$ cat config.mk
export PLATFORM = sky130hd
export DESIGN_NAME = usb_rx_ctrl
export DESIGN_NICKNAME = d
export VERILOG_FILES = /design/src/rtl/usb_pkg.sv /design/src/rtl/usb_bit_unstuff.sv /design/src/rtl/usb_rx_ctrl.sv
export SDC_FILE = /design/constraint.sdc
export NUM_CORES = 1
export LEC_CHECK = 0
export ABC_AREA = 1
export ABC_CLOCK_PERIOD_IN_PS = 1500
export CORE_AREA = 3 3 62 64
export CTS_CLUSTER_SIZE = 8
export DETAILED_ROUTE_END_ITERATION = 7
export DIE_AREA = 0 0 65 67
export GPL_ROUTABILITY_DRIVEN = 0
export PLACE_DENSITY = 0.7
export SYNTH_ARGS = -nofsm -noshare
export SYNTH_HDL_FRONTEND = slang
export SYNTH_HIERARCHICAL = 1
export SYNTH_SLANG_ARGS = --single-unit
$ cat constraint.sdc
create_clock -name clk -period 1.5 [get_ports clk]
set_input_delay 0.45 -clock clk [delete_from_list [all_inputs] [get_ports clk]]
set_output_delay 0.45 -clock clk [all_outputs]
set_load 0.01 [all_outputs]
$ cat src/rtl/usb_pkg.sv
// Shared types and constants for the USB receive path.
// Optional stuff-error abort is enabled with USB_RX_STUFF_CHECK_EN.
package usb_pkg;

  typedef enum logic [2:0] {
    RX_IDLE  = 3'd0,
    RX_SYNC  = 3'd1,
    RX_DATA  = 3'd2,
    RX_ABORT = 3'd3,
    RX_EOP   = 3'd4
  } usb_rx_state_e;

  localparam int USB_STUFF_LIMIT = 6;
  localparam int USB_BYTE_BITS   = 8;

endpackage

$ cat src/rtl/usb_bit_unstuff.sv
// Bit unstuffer: tracks the run of ones and drops stuffed zeros.
// Stuff violations are reported only with USB_RX_STUFF_CHECK_EN.
module usb_bit_unstuff
  import usb_pkg::*;
(
  input  logic clk,
  input  logic reset,
  input  logic data_bit,
  input  logic valid,
  input  logic clear,
  output logic data_valid,
  output logic stuff_err
);

  logic [2:0] ones_cnt;
  logic       stuff_pos;

  assign stuff_pos  = ones_cnt == 3'(USB_STUFF_LIMIT);
  assign data_valid = valid && !clear && !stuff_pos;

`ifdef USB_RX_STUFF_CHECK_EN
  assign stuff_err = valid && !clear && stuff_pos && data_bit;
`else
  assign stuff_err = 1'b0;
`endif

  // While cleared the run follows the last bit, so the SYNC's final
  // one is already counted when the packet body starts.
  always_ff @(posedge clk) begin
    if (reset) begin
      ones_cnt <= 3'd0;
    end else if (valid) begin
      if (clear)
        ones_cnt <= {2'b00, data_bit};
      else if (stuff_pos || !data_bit)
        ones_cnt <= 3'd0;
      else
        ones_cnt <= ones_cnt + 3'd1;
    end
  end

endmodule

$ cat src/rtl/usb_rx_ctrl.sv
// USB receive packet controller: SYNC hunt, unstuffing, byte framing, EOP.
// Define USB_RX_STUFF_CHECK_EN to abort packets on stuff violations.
module usb_rx_ctrl
  import usb_pkg::*;
#(
  parameter int SYNC_MIN_ZEROS = 5
) (
  input  logic       clk,
  input  logic       reset,
  input  logic       dec_bit,
  input  logic       dec_valid,
  input  logic       se0,
  output logic [7:0] rx_data,
  output logic       rx_valid,
  output logic       rx_active,
  output logic       rx_error
);

  localparam logic [2:0] S_IDLE  = RX_IDLE;
  localparam logic [2:0] S_SYNC  = RX_SYNC;
  localparam logic [2:0] S_DATA  = RX_DATA;
  localparam logic [2:0] S_ABORT = RX_ABORT;
  localparam logic [2:0] S_EOP   = RX_EOP;

  logic [2:0] state;
  logic [2:0] zero_cnt;
  logic [3:0] bit_cnt;
  logic [7:0] shreg;
  logic [7:0] shreg_n;
  logic       line_bit;
  logic       uns_clear;
  logic       bit_ok;
  logic       stuff_err;

  assign line_bit  = dec_valid && !se0;
  assign uns_clear = state != S_DATA;
  assign shreg_n   = {dec_bit, shreg[7:1]};

  usb_bit_unstuff u_unstuff (
    .clk        (clk),
    .reset      (reset),
    .data_bit   (dec_bit),
    .valid      (line_bit),
    .clear      (uns_clear),
    .data_valid (bit_ok),
    .stuff_err  (stuff_err)
  );

  always_ff @(posedge clk) begin
    if (reset) begin
      state     <= S_IDLE;
      zero_cnt  <= 3'd0;
      bit_cnt   <= 4'd0;
      shreg     <= 8'h00;
      rx_data   <= 8'h00;
      rx_valid  <= 1'b0;
      rx_active <= 1'b0;
      rx_error  <= 1'b0;
    end else begin
      rx_valid <= 1'b0;
      rx_error <= 1'b0;
      if (dec_valid) begin
        unique case (state)
          S_IDLE: begin
            if (!se0 && !dec_bit) begin
              state    <= S_SYNC;
              zero_cnt <= 3'd1;
            end
          end
          S_SYNC: begin
            if (se0) begin
              state    <= S_IDLE;
              zero_cnt <= 3'd0;
            end else if (!dec_bit) begin
              if (zero_cnt != 3'd7)
                zero_cnt <= zero_cnt + 3'd1;
            end else if (int'(zero_cnt) >= SYNC_MIN_ZEROS) begin
              state     <= S_DATA;
              rx_active <= 1'b1;
              zero_cnt  <= 3'd0;
              bit_cnt   <= 4'd0;
            end else begin
              state    <= S_IDLE;
              zero_cnt <= 3'd0;
            end
          end
          S_DATA: begin
            if (se0) begin
              // A partial byte at EOP is dropped and flagged.
              state    <= S_EOP;
              rx_error <= bit_cnt != 4'd0;
              bit_cnt  <= 4'd0;
            end else if (stuff_err) begin
              state    <= S_ABORT;
              rx_error <= 1'b1;
            end else if (bit_ok) begin
              shreg <= shreg_n;
              if (bit_cnt == 4'(USB_BYTE_BITS - 1)) begin
                rx_data  <= shreg_n;
                rx_valid <= 1'b1;
                bit_cnt  <= 4'd0;
              end else begin
                bit_cnt <= bit_cnt + 4'd1;
              end
            end
          end
          S_ABORT: begin
            if (se0)
              state <= S_EOP;
          end
          S_EOP: begin
            if (!se0) begin
              state     <= S_IDLE;
              rx_active <= 1'b0;
            end
          end
          default: begin
            state     <= S_IDLE;
            rx_active <= 1'b0;
          end
        endcase
      end
    end
  end

endmodule

# Yosys cells after proc, flatten, opt, wreduce, memory -nomap -nowiden
# Index checks and enable logic that the tools add are counted.
# Widths: inputs -> output; s select.
totals:
  n_memories: 0
  in_bits: 5
  ram_bits: 0
  register_bits: 32
  word_cells: 84
  mem_bits_ro: 0
  output_inout_bits: 11
  latch_bits: 0
classes:
  reduce_logical: 23
  div: 0
  n_lt_le_gt_ge: 1
  muxes: 26
  shifts: 0
  eq_ne: 17
  bitwise: 5
  add_sub_neg: 3
  n_mul: 0
ops:
  columns: ["op", "n"]
  rows:
  - ["$mux 3", 10]
  - ["$mux 4", 6]
  - ["$pmux 3 s4", 1]
  - ["$reduce_and 6->1", 2]
  - ["$ne 2x2->1 const B", 5]
  - ["$reduce_and 5->1", 2]
  - ["$ne 3x3->1 const B", 3]
  - ["$pmux 4 s2", 1]
  - ["$reduce_and 4->1", 2]
  - ["$add 3x1->3 const B", 2]
  - ["$eq 3x2->1 const B", 2]
  - ["$eq 3x3->1 const B", 2]
  - ["$pmux 3 s2", 1]
  - ["$mux 1", 5]
  - ["$not 1->1", 5]
  - ["$reduce_or 5->1", 1]
  - ["$add 4x1->4 const B", 1]
  - ["$eq 4x3->1 const B", 1]
  - ["$logic_and 1x1->1", 4]
  - ["$logic_not 1->1", 4]
  - ["$ne 4x4->1 const B", 1]
  - ["$reduce_bool 2->1", 2]
  - ["$reduce_bool 4->1", 1]
  - ["$reduce_or 4->1", 1]
  - ["10 further kinds", 10]

# Logic depth before layout (Yosys ltp)
# Gate-level depths: netlist (run 1).
depth:
  ltp_word: 7
  depth_mapped: 13
  depth_no_buf: 13

# Modules after synthesis
# Netlist (run 1), hierarchy kept.
modules_own_cells:
  columns: ["mod", "area_per_inst_um2", "seq_area_each_um2", "cells_per_inst", "instances"]
  rows:
  - ["usb_rx_ctrl", 1451.4, 560.5, 217, 1]
  - ["usb_bit_unstuff", 210.2, 60.1, 33, 1]

# Worst setup path before layout (run 1)
# No wires, ideal clock.
synth_timing:
  path_kind: "flip-flop to flip-flop"
  startpoint: "reg state[0]"
  endpoint: "reg rx_data[3]"
  n_path_buf: 1
  t_required_ns: 1.431
  path_stages_with_launch: 11
  setup_time_ns: 0.069
  setup_slack_ns: -0.038
  arrival_time_ns: 1.469
  synth_period_minus_slack_ns: 1.538
  path_cell_list: "dfxtp_1 > inv_2 > nand3_2 > inv_1 > nand2_1 > a21oi_1 > nand4_2 > nor2_2 > buf_4 > nand3_1 > o21ai_1"
synth_between:
  elab_chain_cells: 5
  word_cells_on_any_way: 6
  classes_between: "eq/ne (2); reduce/logical (4)"
synth_lines:
  columns: ["element", "line_no", "rtl"]
  rows:
  - ["start, declared", "usb_rx_ctrl.sv:25", "logic [2:0] state;"]
  - ["start signal, assigned", "usb_rx_ctrl.sv:51", "state <= S_IDLE;"]
  - ["start signal, assigned", "usb_rx_ctrl.sv:66", "state <= S_SYNC;"]
  - ["start signal, assigned", "usb_rx_ctrl.sv:72", "state <= S_IDLE;"]
  - ["$ne 3x2->1", "usb_rx_ctrl.sv:36", "assign uns_clear = state != S_DATA;"]
  - ["named net uns_clear", "usb_rx_ctrl.sv:31", "logic uns_clear;"]
  - ["$logic_not 1->1", "usb_bit_unstuff.sv:19", "assign data_valid = valid && !clear && !stuff_pos;"]
  - ["$logic_and 1x1->1 (2 in a row)", "usb_bit_unstuff.sv:19", null]
  - ["named net bit_ok", "usb_rx_ctrl.sv:32", "logic bit_ok;"]
  - ["$reduce_and 5->1 (no source line)", null, null]
  - ["end signal, assigned", "usb_rx_ctrl.sv:99", "rx_data <= shreg_n;"]
  - ["end, declared", "usb_rx_ctrl.sv:13", "output logic [7:0] rx_data,"]
# The timed path passes the listed nets, and every way through them passes these cells.
# A chain may end at the register's enable or synchronous reset.

# Worst setup path in the final report (run 1)
layout_timing:
  startpoint: "reg state[0]"
  endpoint: "reg bit_cnt[3]"
layout_between:
  elab_chain_cells: 6
  word_cells_on_any_way: 13
  classes_between: "eq/ne (7); mux (1); reduce/logical (5)"
layout_lines:
  columns: ["element", "line_no", "rtl"]
  rows:
  - ["$ne 3x2->1", "usb_rx_ctrl.sv:36", null]
  - ["named net uns_clear", "usb_rx_ctrl.sv:31", null]
  - ["$logic_not 1->1", "usb_bit_unstuff.sv:19", null]
  - ["$logic_and 1x1->1 (2 in a row)", "usb_bit_unstuff.sv:19", null]
  - ["named net bit_ok", "usb_rx_ctrl.sv:32", null]
  - ["$ne 3x3->1 (no source line)", null, null]
  - ["$reduce_and 6->1 (no source line)", null, null]
  - ["end signal, assigned", "usb_rx_ctrl.sv:103", "bit_cnt <= bit_cnt + 4'd1;"]
  - ["end, declared", "usb_rx_ctrl.sv:27", "logic [3:0] bit_cnt;"]
# The timed path passes the listed nets, and every way through them passes these cells.

==> impl_metrics.toml, run 1 <==
[drt]
firstDrtPassIters = 4
drtAntennaViolNets = 0
drc = 0
route.vias.total = 1634
wirelength_um = 3732
wl_per_cell_um = 10.79
drt_iter0_markers = 49
vias_per_cell = 4.723

[timing]
setup_viol = 0
min_period_ps = 1457
timing.final.crit_share_pct = 97.13
fin_skew_ps = 14.25
maxSlewViolCount = 0
hold_viol_final = 0
finalSetupTns_ps = 0
max_freq_mhz = 686.4
rsz0062_at_grt = "true"
layout_setup_ws_ps = 43.05
whs_ps = 459.4

[clocking]
tritoncts = "built"
cts_hold_buf = 0
cts.htree.levels = 2
cts_buffers = 5
clk_pin_slew_ps = 100
cts_buffer_depth = 2
clock_latency_ps = 340
root_buffer = "clkbuf_4"
cts_sinks = 31

[cells_and_area]
ff_latch_area_sq_um = 624.3
final_area_sq_um = 2288
layout-drive-gt1-share_pct = 31.00
fillCellCount = 284
syn2layout_area_growth_pct = 37.73
final_cells = 346
n_antenna_cell = 0
multiInputGateArea_sq_um = 1005
num-nets-final = 311

[global_routing]
met3_usage_pct = 5.902
grtUsageMet2_pct = 29.37
busiest_layer = "met2"
met1_usage_pct = 23.49
grt_pass1_wl_um = 6141
grt_use_total_pct = 18.70
grt_max_degree = 19
grt_pass1_vias = 1438
antenna_found_initial = 0
overflow = 0

[worst_setup_path]
cp_max_fo = 5
r2r_setup_slack_ps = 40
end_kind = "flip-flop"
critical_path_required_ps = 1790
crit_path_start_kind = "flip-flop"
cp.arrival_ps = 1750
worstSetupPathType = "reg2reg"

[floorplanning]
die-area_sq_um = 4355
fp.dieH_um = 67
ios = 16
num_rows = 21
start_util_pct = 49.79
design.core.area_sq_um = 3337
chipWidth_um = 65

[synthesis]
synth_cells = 250
avgSynthCellArea_sq_um = 6.646
ys_seq_area_share_pct = 37.35
synth-warning-count = 6
yosysUniqueCellTypes = 27
ys_seq_elements = 31
syn-cell-area_sq_um = 1662
synth_fp_nets = 262

[pwr]
swShare_pct = 32.04
p_leak_nw = 1.104
sequentialPowerShare_pct = 40.6
comb_power_share_pct = 28.7
ir_drop_uv = 587.1
power.clock.fraction_pct = 30.7
power_density_nw_per_um2 = 988.9
p_sw_mw = 0.7252
intPower_mw = 1.538

[hold_path]
hold_path_class = "reg2reg"

[placed_design]
pre_cts_slack_ps = -567.2
dpl.cell_count = 333
dpl_cell_area_sq_um = 2052
place_hpwl_um = 2678
io_buffers = 15

[outcome]
status = "completed"

[job]
drv_cap = 0
==> worst paths after layout <==
check,start,endpoint,depth (start not counted)
setup / recovery,state[0],bit_cnt[3],13
hold / removal,rx_data[4],rx_data[4],2
setup reg to reg,state[0],bit_cnt[3],13
hold reg to reg,rx_data[4],rx_data[4],2
==> power groups by stage <==
stage	Clock, mW	Sequential [mW]	Combinational [mW]
floorplan	0	0.949	0.391
global placement	0	0.938	0.597
detailed placement	0	0.940	0.602
CTS	0.700	0.919	0.630
global route	0.738	0.928	0.732
finish	0.694	0.920	0.649
==> kinds of logic (layout without fill, tap and decap cells) <==
logic type / after synthesis / in the layout / synth area share [%]
simple gates: 143 / 143 / 37.88
buf+inv: 37 / 87 / 8.961
compound gates: 31 / 31 / 10.32
flops: 31 / 31 / 37.35
fa+ha+maj: 7 / 7 / 5.271
other cells: 1 / 1 / 0.2257
==> Yosys cell counts, drive strengths merged <==
library cell	instances	area share, %
conb	1	0.23
or2	1	0.38
ha	7	5.3
a21oi	9	3.6
nand3	16	5.1
nand2	61	15
nor2	57	15
a31oi	1	0.38
nand4	4	1.9
clkbuf	1	0.23
buf	5	1.7
nor3	3	0.90
inv	31	7.0
nor4	1	0.38
o21ai	21	6.3
dfxtp	31	37
==> routing by layer <==
layer | routed length [um] | share of wire [%] | up-vias
met5 | 0 | 0 | -
met4 | 84 | 2.3 | 0
met3 | 182 | 4.9 | 9
met2 | 1657 | 44 | 38
met1 | 1808 | 48 | 705
li1 | - | - | 882
==> area by class of cell <==
class / count / area share (%)
clock inverter: 2 / 1.531
clock buffer: 6 / 2.242
tap: 46 / 2.515
inverter: 31 / 5.194
multi-input combinational: 182 / 43.90
timing repair buffer: 48 / 17.33
sequential: 31 / 27.28
==> through the flow <==
step                power, mW  utilization (%)
floorplan               1.341                -
finish                  2.263            68.58
global placement        1.535            61.49
CTS                     2.249            65.69
global route            2.398            68.58
detailed placement      1.542            61.49
==> sequential cells by signal, summed over array words and instances (netlist names) <==
name	flops
zero_cnt	3
u_unstuff/ones_cnt	3
rx_data	8
shreg	7
rx_valid	1
bit_cnt	4
rx_error	1
rx_active	1
state	3
==> worst max-delay path, cell delays in order (launching register included) <==
cell and delay [ps]:
dfxtp_2 340, inv_2 60, nand3_2 90, inv_2 70
nand2_2 70, a21oi_4 160, inv_2 50, nand2_2 60
nor2_2 40, a21oi_4 190, nand2_2 90, inv_2 70
nor2_1 50, nor2_2 70
==> timing repair <==
item,4_1_cts,5_1_grt
pin swaps,6,5
cloned,1,0
resized for setup,28,27
endpoints found under the setup margin,35,25
buffers inserted,4,0
==> cell usage in the layout, fill, tap and decap left out, drive strengths merged, types with 4 or more instances in the layout <==
cell | synthesis | final
nand2 | 61 | 61
inv | 31 | 31
dlygate4sd2 | 0 | 13
o21ai | 21 | 21
ha | 7 | 7
nand4 | 4 | 4
clkbuf | 1 | 6
nor2 | 57 | 57
a21oi | 9 | 9
dfxtp | 31 | 31
nand3 | 16 | 16
buf | 5 | 33
No activity file was read; power rests on OpenSTA's default activity.
==> run 2, diff against run 1 <==
--- a/config.mk
+++ b/config.mk
@@ -7,11 +7,13 @@
 export LEC_CHECK = 0
 export ABC_AREA = 1
 export ABC_CLOCK_PERIOD_IN_PS = 1500
+export CAP_MARGIN = 20
 export CORE_AREA = 3 3 62 64
 export CTS_CLUSTER_SIZE = 8
 export DETAILED_ROUTE_END_ITERATION = 7
 export DIE_AREA = 0 0 65 67
 export GPL_ROUTABILITY_DRIVEN = 0
+export HOLD_SLACK_MARGIN = 0.06
 export PLACE_DENSITY = 0.7
 export SYNTH_ARGS = -nofsm -noshare
 export SYNTH_HDL_FRONTEND = slang
==> results of run 2 <==
Same layout as run 1: the final DEF is identical, and so are final timing and power.
